[config.mk]
export PLATFORM = sky130hd
export DESIGN_NAME = link_frame_tx_flat
export DESIGN_NICKNAME = d
export VERILOG_FILES = /design/src/rtl/link_frame_tx_if.sv /design/src/rtl/link_frame_tx.sv /design/src/flat_wrapper.sv
export SDC_FILE = /design/constraint.sdc
export NUM_CORES = 1
export LEC_CHECK = 0
export BUFFER_PORTS_ARGS = -buffer_cell sky130_fd_sc_hd__buf_2
export CAP_MARGIN = 5
export CORE_MARGIN = 1.5
export CORE_UTILIZATION = 50
export CTS_CLUSTER_SIZE = 8
export DETAILED_ROUTE_END_ITERATION = 6
export GPL_TIMING_DRIVEN = 0
export HOLD_SLACK_MARGIN = 0.02
export PLACE_DENSITY_LB_ADDON = 0.12
export REMOVE_ABC_BUFFERS = 1
export SETUP_SLACK_MARGIN = 0.4
export SLEW_MARGIN = 10
export SYNTH_ARGS = -nofsm -noshare
export SYNTH_HDL_FRONTEND = slang
export SYNTH_SLANG_ARGS = --single-unit
[constraint.sdc]
create_clock -name clk -period 7.4 [get_ports clk]
set_input_delay 0.37 -clock clk [delete_from_list [all_inputs] [get_ports clk]]
set_output_delay 0.37 -clock clk [all_outputs]
set_load 0.03 [all_outputs]
[src/rtl/link_frame_tx_if.sv]
// Request strobes and UART line status for link_frame_tx.
interface link_frame_tx_if;
  logic       send;
  logic [1:0] dir;
  logic       seed_rdy;
  logic [4:0] seed_x;
  logic [4:0] seed_y;
  logic       start_req;
  logic       tx;
  logic       busy;
  logic [7:0] frames_sent;

  modport master (
    output send, dir, seed_rdy, seed_x, seed_y, start_req,
    input  tx, busy, frames_sent
  );

  modport slave (
    input  send, dir, seed_rdy, seed_x, seed_y, start_req,
    output tx, busy, frames_sent
  );
endinterface

[src/rtl/link_frame_tx.sv]
// Frame transmitter: queues START/SEED/DIR requests (one slot each) and sends
// them as 8N1 UART frames, START > SEED > DIR, with a stop-level gap between
// the bytes of a multi-byte frame.
module link_frame_tx #(
  parameter int unsigned CLKS_PER_BIT = 651,
  parameter int unsigned IDLE_GAP     = 2
) (
  input  logic           clk,
  input  logic           rst,
  link_frame_tx_if.slave lnk
);

  localparam int unsigned GAP_CLKS = (IDLE_GAP == 0) ? 1 : IDLE_GAP * CLKS_PER_BIT;
  localparam int unsigned CNT_MAX  = (GAP_CLKS > CLKS_PER_BIT) ? GAP_CLKS : CLKS_PER_BIT;
  localparam int unsigned CW       = $clog2(CNT_MAX + 1);
  localparam logic [CW-1:0] BIT_LAST = CW'(CLKS_PER_BIT - 1);
  localparam logic [CW-1:0] GAP_LAST = CW'(GAP_CLKS - 1);

  typedef enum logic [1:0] {S_IDLE, S_LOAD, S_SEND_BYTE, S_GAP} seq_t;
  typedef enum logic [1:0] {B_IDLE, B_START, B_DATA, B_STOP} bit_t;

  seq_t          seq_q, seq_d;
  bit_t          bit_q;
  logic [CW-1:0] cnt_q;
  logic [2:0]    idx_q;
  logic [7:0]    shreg_q, byte1_q;
  logic          more_q;
  logic          tx_q, busy_q, busy_d;
  logic [7:0]    frames_q;

  logic          start_pend_q, seed_pend_q, dir_pend_q;
  logic          start_pend_d, seed_pend_d, dir_pend_d;
  logic [4:0]    sx_q, sy_q, sx_d, sy_d;
  logic [1:0]    dir_q, dir_d;

  logic          any_pend, sel_start, sel_seed, sel_dir;
  logic          bit_end, byte_done, frame_done, load;
  logic [7:0]    frm_b0, frm_b1;
  logic          frm_two;

  assign any_pend   = start_pend_q | seed_pend_q | dir_pend_q;
  assign sel_start  = start_pend_q;
  assign sel_seed   = ~start_pend_q & seed_pend_q;
  assign sel_dir    = ~start_pend_q & ~seed_pend_q & dir_pend_q;
  assign bit_end    = (cnt_q == '0);
  assign byte_done  = (seq_q == S_SEND_BYTE) && (bit_q == B_STOP) && bit_end;
  assign frame_done = byte_done && !more_q;
  // A pending frame is loaded directly at the last stop bit so that
  // back-to-back frames have no idle cycles between them.
  assign load       = (seq_q == S_LOAD) || (frame_done && any_pend);

  // Sequencer state register
  always_ff @(posedge clk) begin
    if (rst) seq_q <= S_IDLE;
    else     seq_q <= seq_d;
  end

  // Sequencer next-state logic
  always_comb begin
    seq_d = seq_q;
    case (seq_q)
      S_IDLE:      if (any_pend) seq_d = S_LOAD;
      S_LOAD:      seq_d = S_SEND_BYTE;
      S_SEND_BYTE: begin
        if (byte_done) begin
          if (more_q)        seq_d = (IDLE_GAP == 0) ? S_SEND_BYTE : S_GAP;
          else if (any_pend) seq_d = S_SEND_BYTE;
          else               seq_d = S_IDLE;
        end
      end
      S_GAP:       if (bit_end) seq_d = S_SEND_BYTE;
      default:     seq_d = S_IDLE;
    endcase
  end

  // Request flags, payloads, frame selection and busy
  always_comb begin
    start_pend_d = start_pend_q;
    seed_pend_d  = seed_pend_q;
    dir_pend_d   = dir_pend_q;
    sx_d         = sx_q;
    sy_d         = sy_q;
    dir_d        = dir_q;
    if (load) begin
      if (sel_start)     start_pend_d = 1'b0;
      else if (sel_seed) seed_pend_d  = 1'b0;
      else if (sel_dir)  dir_pend_d   = 1'b0;
    end
    if (lnk.start_req) start_pend_d = 1'b1;
    if (lnk.seed_rdy) begin
      seed_pend_d = 1'b1;
      sx_d        = lnk.seed_x;
      sy_d        = lnk.seed_y;
    end
    if (lnk.send) begin
      dir_pend_d = 1'b1;
      dir_d      = lnk.dir;
    end
    frm_b0  = {6'b000000, dir_q};
    frm_b1  = '0;
    frm_two = 1'b0;
    if (sel_start) begin
      frm_b0 = 8'h80;
    end else if (sel_seed) begin
      frm_b0  = {3'b010, sx_q};
      frm_b1  = {3'b011, sy_q};
      frm_two = 1'b1;
    end
    busy_d = (seq_d != S_IDLE) || start_pend_d || seed_pend_d || dir_pend_d;
  end

  // Request registers, busy and completed-frame counter
  always_ff @(posedge clk) begin
    if (rst) begin
      start_pend_q <= 1'b0;
      seed_pend_q  <= 1'b0;
      dir_pend_q   <= 1'b0;
      sx_q         <= '0;
      sy_q         <= '0;
      dir_q        <= '0;
      busy_q       <= 1'b0;
      frames_q     <= '0;
    end else begin
      start_pend_q <= start_pend_d;
      seed_pend_q  <= seed_pend_d;
      dir_pend_q   <= dir_pend_d;
      sx_q         <= sx_d;
      sy_q         <= sy_d;
      dir_q        <= dir_d;
      busy_q       <= busy_d;
      if (frame_done) frames_q <= frames_q + 8'd1;
    end
  end

  // Bit engine: start/data/stop timing, inter-byte gap and registered tx
  always_ff @(posedge clk) begin
    if (rst) begin
      bit_q   <= B_IDLE;
      cnt_q   <= '0;
      idx_q   <= '0;
      shreg_q <= '0;
      byte1_q <= '0;
      more_q  <= 1'b0;
      tx_q    <= 1'b1;
    end else if (load) begin
      shreg_q <= frm_b0;
      byte1_q <= frm_b1;
      more_q  <= frm_two;
      bit_q   <= B_START;
      cnt_q   <= BIT_LAST;
      idx_q   <= '0;
      tx_q    <= 1'b0;
    end else if (seq_q == S_SEND_BYTE) begin
      if (!bit_end) begin
        cnt_q <= cnt_q - CW'(1);
      end else begin
        case (bit_q)
          B_START: begin
            bit_q <= B_DATA;
            idx_q <= '0;
            cnt_q <= BIT_LAST;
            tx_q  <= shreg_q[0];
          end
          B_DATA: begin
            cnt_q <= BIT_LAST;
            if (idx_q == 3'd7) begin
              bit_q <= B_STOP;
              tx_q  <= 1'b1;
            end else begin
              idx_q   <= idx_q + 3'd1;
              shreg_q <= {1'b0, shreg_q[7:1]};
              tx_q    <= shreg_q[1];
            end
          end
          B_STOP: begin
            if (more_q) begin
              shreg_q <= byte1_q;
              more_q  <= 1'b0;
              if (IDLE_GAP == 0) begin
                bit_q <= B_START;
                cnt_q <= BIT_LAST;
                tx_q  <= 1'b0;
              end else begin
                bit_q <= B_IDLE;
                cnt_q <= GAP_LAST;
                tx_q  <= 1'b1;
              end
            end else begin
              bit_q <= B_IDLE;
              tx_q  <= 1'b1;
            end
          end
          default: begin
            bit_q <= B_IDLE;
            tx_q  <= 1'b1;
          end
        endcase
      end
    end else if (seq_q == S_GAP) begin
      if (!bit_end) begin
        cnt_q <= cnt_q - CW'(1);
      end else begin
        bit_q <= B_START;
        cnt_q <= BIT_LAST;
        idx_q <= '0;
        tx_q  <= 1'b0;
      end
    end
  end

  assign lnk.tx          = tx_q;
  assign lnk.busy        = busy_q;
  assign lnk.frames_sent = frames_q;

endmodule

[src/flat_wrapper.sv]
// flat-port wrapper written by rule: the top's interface ports become plain ports
module link_frame_tx_flat 
#(
  parameter int unsigned CLKS_PER_BIT = 651,
  parameter int unsigned IDLE_GAP     = 2
)
  (clk, rst, lnk_send, lnk_dir, lnk_seed_rdy, lnk_seed_x, lnk_seed_y, lnk_start_req, lnk_tx, lnk_busy, lnk_frames_sent);
  link_frame_tx_if lnk_i ();
  input  logic clk;
  input  logic rst;
  input wire logic [$bits(lnk_i.send)-1:0] lnk_send;
  input wire logic [$bits(lnk_i.dir)-1:0] lnk_dir;
  input wire logic [$bits(lnk_i.seed_rdy)-1:0] lnk_seed_rdy;
  input wire logic [$bits(lnk_i.seed_x)-1:0] lnk_seed_x;
  input wire logic [$bits(lnk_i.seed_y)-1:0] lnk_seed_y;
  input wire logic [$bits(lnk_i.start_req)-1:0] lnk_start_req;
  output wire logic [$bits(lnk_i.tx)-1:0] lnk_tx;
  output wire logic [$bits(lnk_i.busy)-1:0] lnk_busy;
  output wire logic [$bits(lnk_i.frames_sent)-1:0] lnk_frames_sent;
  assign lnk_i.send = lnk_send;
  assign lnk_i.dir = lnk_dir;
  assign lnk_i.seed_rdy = lnk_seed_rdy;
  assign lnk_i.seed_x = lnk_seed_x;
  assign lnk_i.seed_y = lnk_seed_y;
  assign lnk_i.start_req = lnk_start_req;
  assign lnk_tx = lnk_i.tx;
  assign lnk_busy = lnk_i.busy;
  assign lnk_frames_sent = lnk_i.frames_sent;
  link_frame_tx #(.CLKS_PER_BIT(CLKS_PER_BIT), .IDLE_GAP(IDLE_GAP)) u_core (.clk(clk), .rst(rst), .lnk(lnk_i));
endmodule
==> results.py <==
metrics = {
    "sta": {
        "rsz0062_at_grt": "no",
        "setup_viol_count_final": 0,
        "slew_viol_final": 0,
        "relSlewSlack_pct": 37.2,
        "fmax_ghz": 0.336,
        "setup_ws_ns": 4.42,
        "timing.final.crit_share_pct": 40.2,
        "fin_skew_ns": 0.00628,
        "fin_tns_setup_ns": 0,
        "hold_viol": 0,
        "worst_slew_pin_slew_ns": 0.937,
        "min_period_ns": 2.98,
        "hold_slack_ns": 0.260,
    },
    "hold_path": {
        "hold_class": "primary input to register",
        "hold_start": "lnk_dir[0]",
        "hold_depth": 3,
        "holdPathEnd": "u_core.dir_q[0]",
    },
    "clock_tree": {
        "ctsHoldBuffers": 0,
        "ctsLongestPathBuffers": 2,
        "clk_pin_slew_ns": 0.07,
        "cts-resized-gates": 0,
        "ctsRootBufferMaster": "clkbuf_8",
        "clk-insertion-delay-late_ns": 0.34,
        "cts-buffers-inserted": 9,
        "clock_sinks": 58,
        "cts_tree": "built",
        "htree_levels": 3,
        "cts_setup_buffers": 0,
    },
    "worst_setup_path": {
        "reg2reg_slack_ns": 4.42,
        "crit_chain": "ha_1 > nor3b_1 > nand4_1 > o31ai_2 > nor3_1 > a311oi_1",
        "r2r_cells": 6,
        "max_stage_delay_ns": 0.90,
        "r2r_start": "u_core.bit_q[0]",
        "crit_path_top_delay_cell": "o31ai_2",
        "path_delay_family": "compound AO/OA/AOI/OAI gates",
        "path_class": "register to register",
        "crit_buf_inv": 0,
        "worstPathMaxFanout": 16,
        "arrival_ns": 3.22,
        "worstPathRequired_ns": 7.64,
        "r2r_end": "u_core.shreg_q[6]",
        "cp-end-kind": "register",
        "cp-start-kind": "register",
    },
    "floorplan": {
        "start_util_pct": 52.0,
        "row_count": 27,
        "io_pins": 27,
        "die_height_microns": 78.9,
        "die_w_microns": 78.9,
        "die_area_sq_mm": 0.00622,
        "core_area_sq_mm": 0.00554,
    },
    "detailed_routing": {
        "ant_nets": 0,
        "wire_per_inst_microns": 15.2,
        "drc": 0,
        "drt_pre_antenna_iters": 7,
        "drt_iter0_markers": 235,
        "vias": 2558,
        "wirelength_microns": 6620,
        "viasPerCell": 5.87,
    },
    "placed_design": {
        "portBuffers": 26,
        "place_area_sq_mm": 0.00303,
        "gp_congestion": 0.856,
        "place_ws_ns": 4.20,
        "dp_hpwl_microns": 4350,
        "dp.cells": 420,
    },
    "cells_and_area": {
        "regArea_sq_mm": 0.00116,
        "multi_input_area_sq_mm": 0.00161,
        "stdcell_area_sq_mm": 0.00328,
        "drive_gt1_share_pct": 14.6,
        "final_cells": 436,
        "syn_to_final_growth_pct": 13.8,
        "fill_cells": 522,
        "layout.nets": 383,
        "diodes": 0,
    },
    "synth": {
        "synthSimpleGateAreaFrac_pct": 25.2,
        "synth_xor_xnor_area_share_pct": 1.83,
        "synth_top_family_by_area": "simple AND/OR/NAND/NOR gates",
        "muxShareOfSynthArea_pct": 6.95,
        "yosysSeqAreaShare_pct": 40.3,
        "netlist_instances": 342,
        "synth_flop_cell": "dfxtp_1",
        "synth_edf_count": 0,
        "synthArstFlopShare_pct": 0,
        "syn_avg_cell_area_sq_um": 8.42,
        "synth-seq-cells": 58,
        "synth_compound_gate_area_share_pct": 18.1,
        "synthesis.area_sq_mm": 0.00288,
        "synthAdderAreaFrac_pct": 3.04,
        "synth_cell_types": 49,
        "yosysWarnings": 0,
    },
    "power_and_ir_drop": {
        "ir_worst_vdd_v": 0.000168,
        "p_per_area_mw_per_mm2": 281,
        "power.leakage_nw": 1.27,
    },
    "run_status": {
        "status": "finished clean",
    },
    "global_routing": {
        "antenna_found_initial": 0,
        "grtUsageTotal_pct": 23.1,
        "grt_max_degree": 48,
        "grt_overflow_total": 0,
        "grt_pass1_vias": 2411,
        "grt_pass1_wl_microns": 11400,
    },
    "run": {
        "maxCapViolations": 0,
    },
}
## cell usage after synthesis (7+ instances only)
| library cell | instances | share of area [%] |
|---|---|---|
| ha_1 | 7 | 3.0 |
| nand3_1 | 16 | 2.8 |
| clkbuf_1 | 13 | 1.7 |
| inv_1 | 9 | 1.2 |
| nor3_1 | 12 | 2.1 |
| nand2_1 | 29 | 3.8 |
| a21oi_1 | 27 | 4.7 |
| nor2_1 | 36 | 4.7 |
| a211oi_1 | 7 | 1.8 |
| mux2i_1 | 20 | 7.0 |
| dfxtp_1 | 58 | 40 |
| o21ai_0 | 17 | 3.0 |
| a31oi_1 | 9 | 2.0 |
## worst register-to-register path: cells and delay by family (launching register included)
| kind | cells | cell delay, ns |
|---|---|---|
| AO/OA/AOI/OAI | 2 | 1.18 |
| AND/OR/NAND/NOR | 3 | 0.74 |
| adder cells (fa/ha/maj) | 1 | 0.55 |
| flip-flops | 1 | 0.41 |
## worst max-delay path by stage
stage / to / slack, ns / start / cells after the start
after floorplan: u_core.idx_q[0] / 4.79 / u_core.cnt_q[0] / 7
after global placement: u_core.cnt_q[10] / 3.78 / u_core.bit_q[0] / 6
after detailed placement: u_core.idx_q[0] / 4.20 / u_core.cnt_q[0] / 7
after CTS: u_core.idx_q[0] / 4.16 / u_core.cnt_q[0] / 7
after global routing: u_core.shreg_q[6] / 4.17 / u_core.bit_q[0] / 6
final: u_core.shreg_q[6] / 4.42 / u_core.bit_q[0] / 6
## per-stage QoR
| stage | utilization (%) | power (mW) |
|---|---|---|
| after floorplan | - | 0.504 |
| after global placement | 54.2 | 0.557 |
| after detailed placement | 54.6 | 0.564 |
| after CTS | 59.0 | 0.918 |
| after global routing | 59.1 | 0.969 |
| final | 59.1 | 0.920 |
## where the power goes
group | leakage, nW | switching [mW] | internal (mW)
clock | 0.111 | 0.133 | 0.223
combinational | 0.682 | 0.132 | 0.0714
sequential | 0.474 | 0.0265 | 0.335
total | 1.27 | 0.291 | 0.629
## final cells by class
cell class | count | share of cell area, %
timing repair buffer | 27 | 4.31
tap | 72 | 2.75
clock buffer | 9 | 3.78
clock inverter | 7 | 3.59
sequential | 58 | 35.4
inverter | 9 | 1.03
multi-input combinational | 254 | 49.1
## cells by family after synthesis
family          count (synthesis)
flops                          58
fa+ha+maj                       7
xor+xnor                        6
buf+inv                        30
simple gates                  138
compound gates                 83
mux                            20
## registers in the layout (all words and copies together), names as in the netlist
register and count:
u_core.more_q 1, u_core.lnk.tx 1, u_core.seed_pend_q 1, u_core.sy_q 5, u_core.byte1_q 6, u_core.bit_q 2, u_core.sx_q 5, u_core.seq_q 2
u_core.dir_pend_q 1, u_core.dir_q 2, u_core.sel_start 1, u_core.idx_q 3, u_core.shreg_q 8, u_core.cnt_q 11, u_core.lnk.frames_sent 8, u_core.lnk.busy 1
## metal layers
metal	vias up	track usage [%]	routed length (microns)
met1	1220	29.4	3130
met4	0	7.19	77
met2	62	38.4	3100
li1	1269	-	-
met3	7	6.21	320
met5	-	0	0
## layout by cell type, fill, tap and decap left out, drive strengths merged, types with 3 or more instances in the layout
cell      Yosys  layout
o31ai         5       5
bufinv        0       3
a21oi        27      27
xnor2         4       4
a32oi         3       3
a31oi         9       9
or4           5       5
nand4         4       4
nor2b         5       5
a211oi        7       7
nand3        16      16
and2          5       5
ha            7       7
clkbuf       13       9
dfxtp        58      58
buf           8      27
clkinvlp      0       3
nand2b        4       4
nor4          6       6
o21ai        18      18
nor3         12      12
inv           9       9
nor2         36      36
or3           5       5
nand2        29      29
mux2i        20      20
Power figures use the tool's default switching activity.
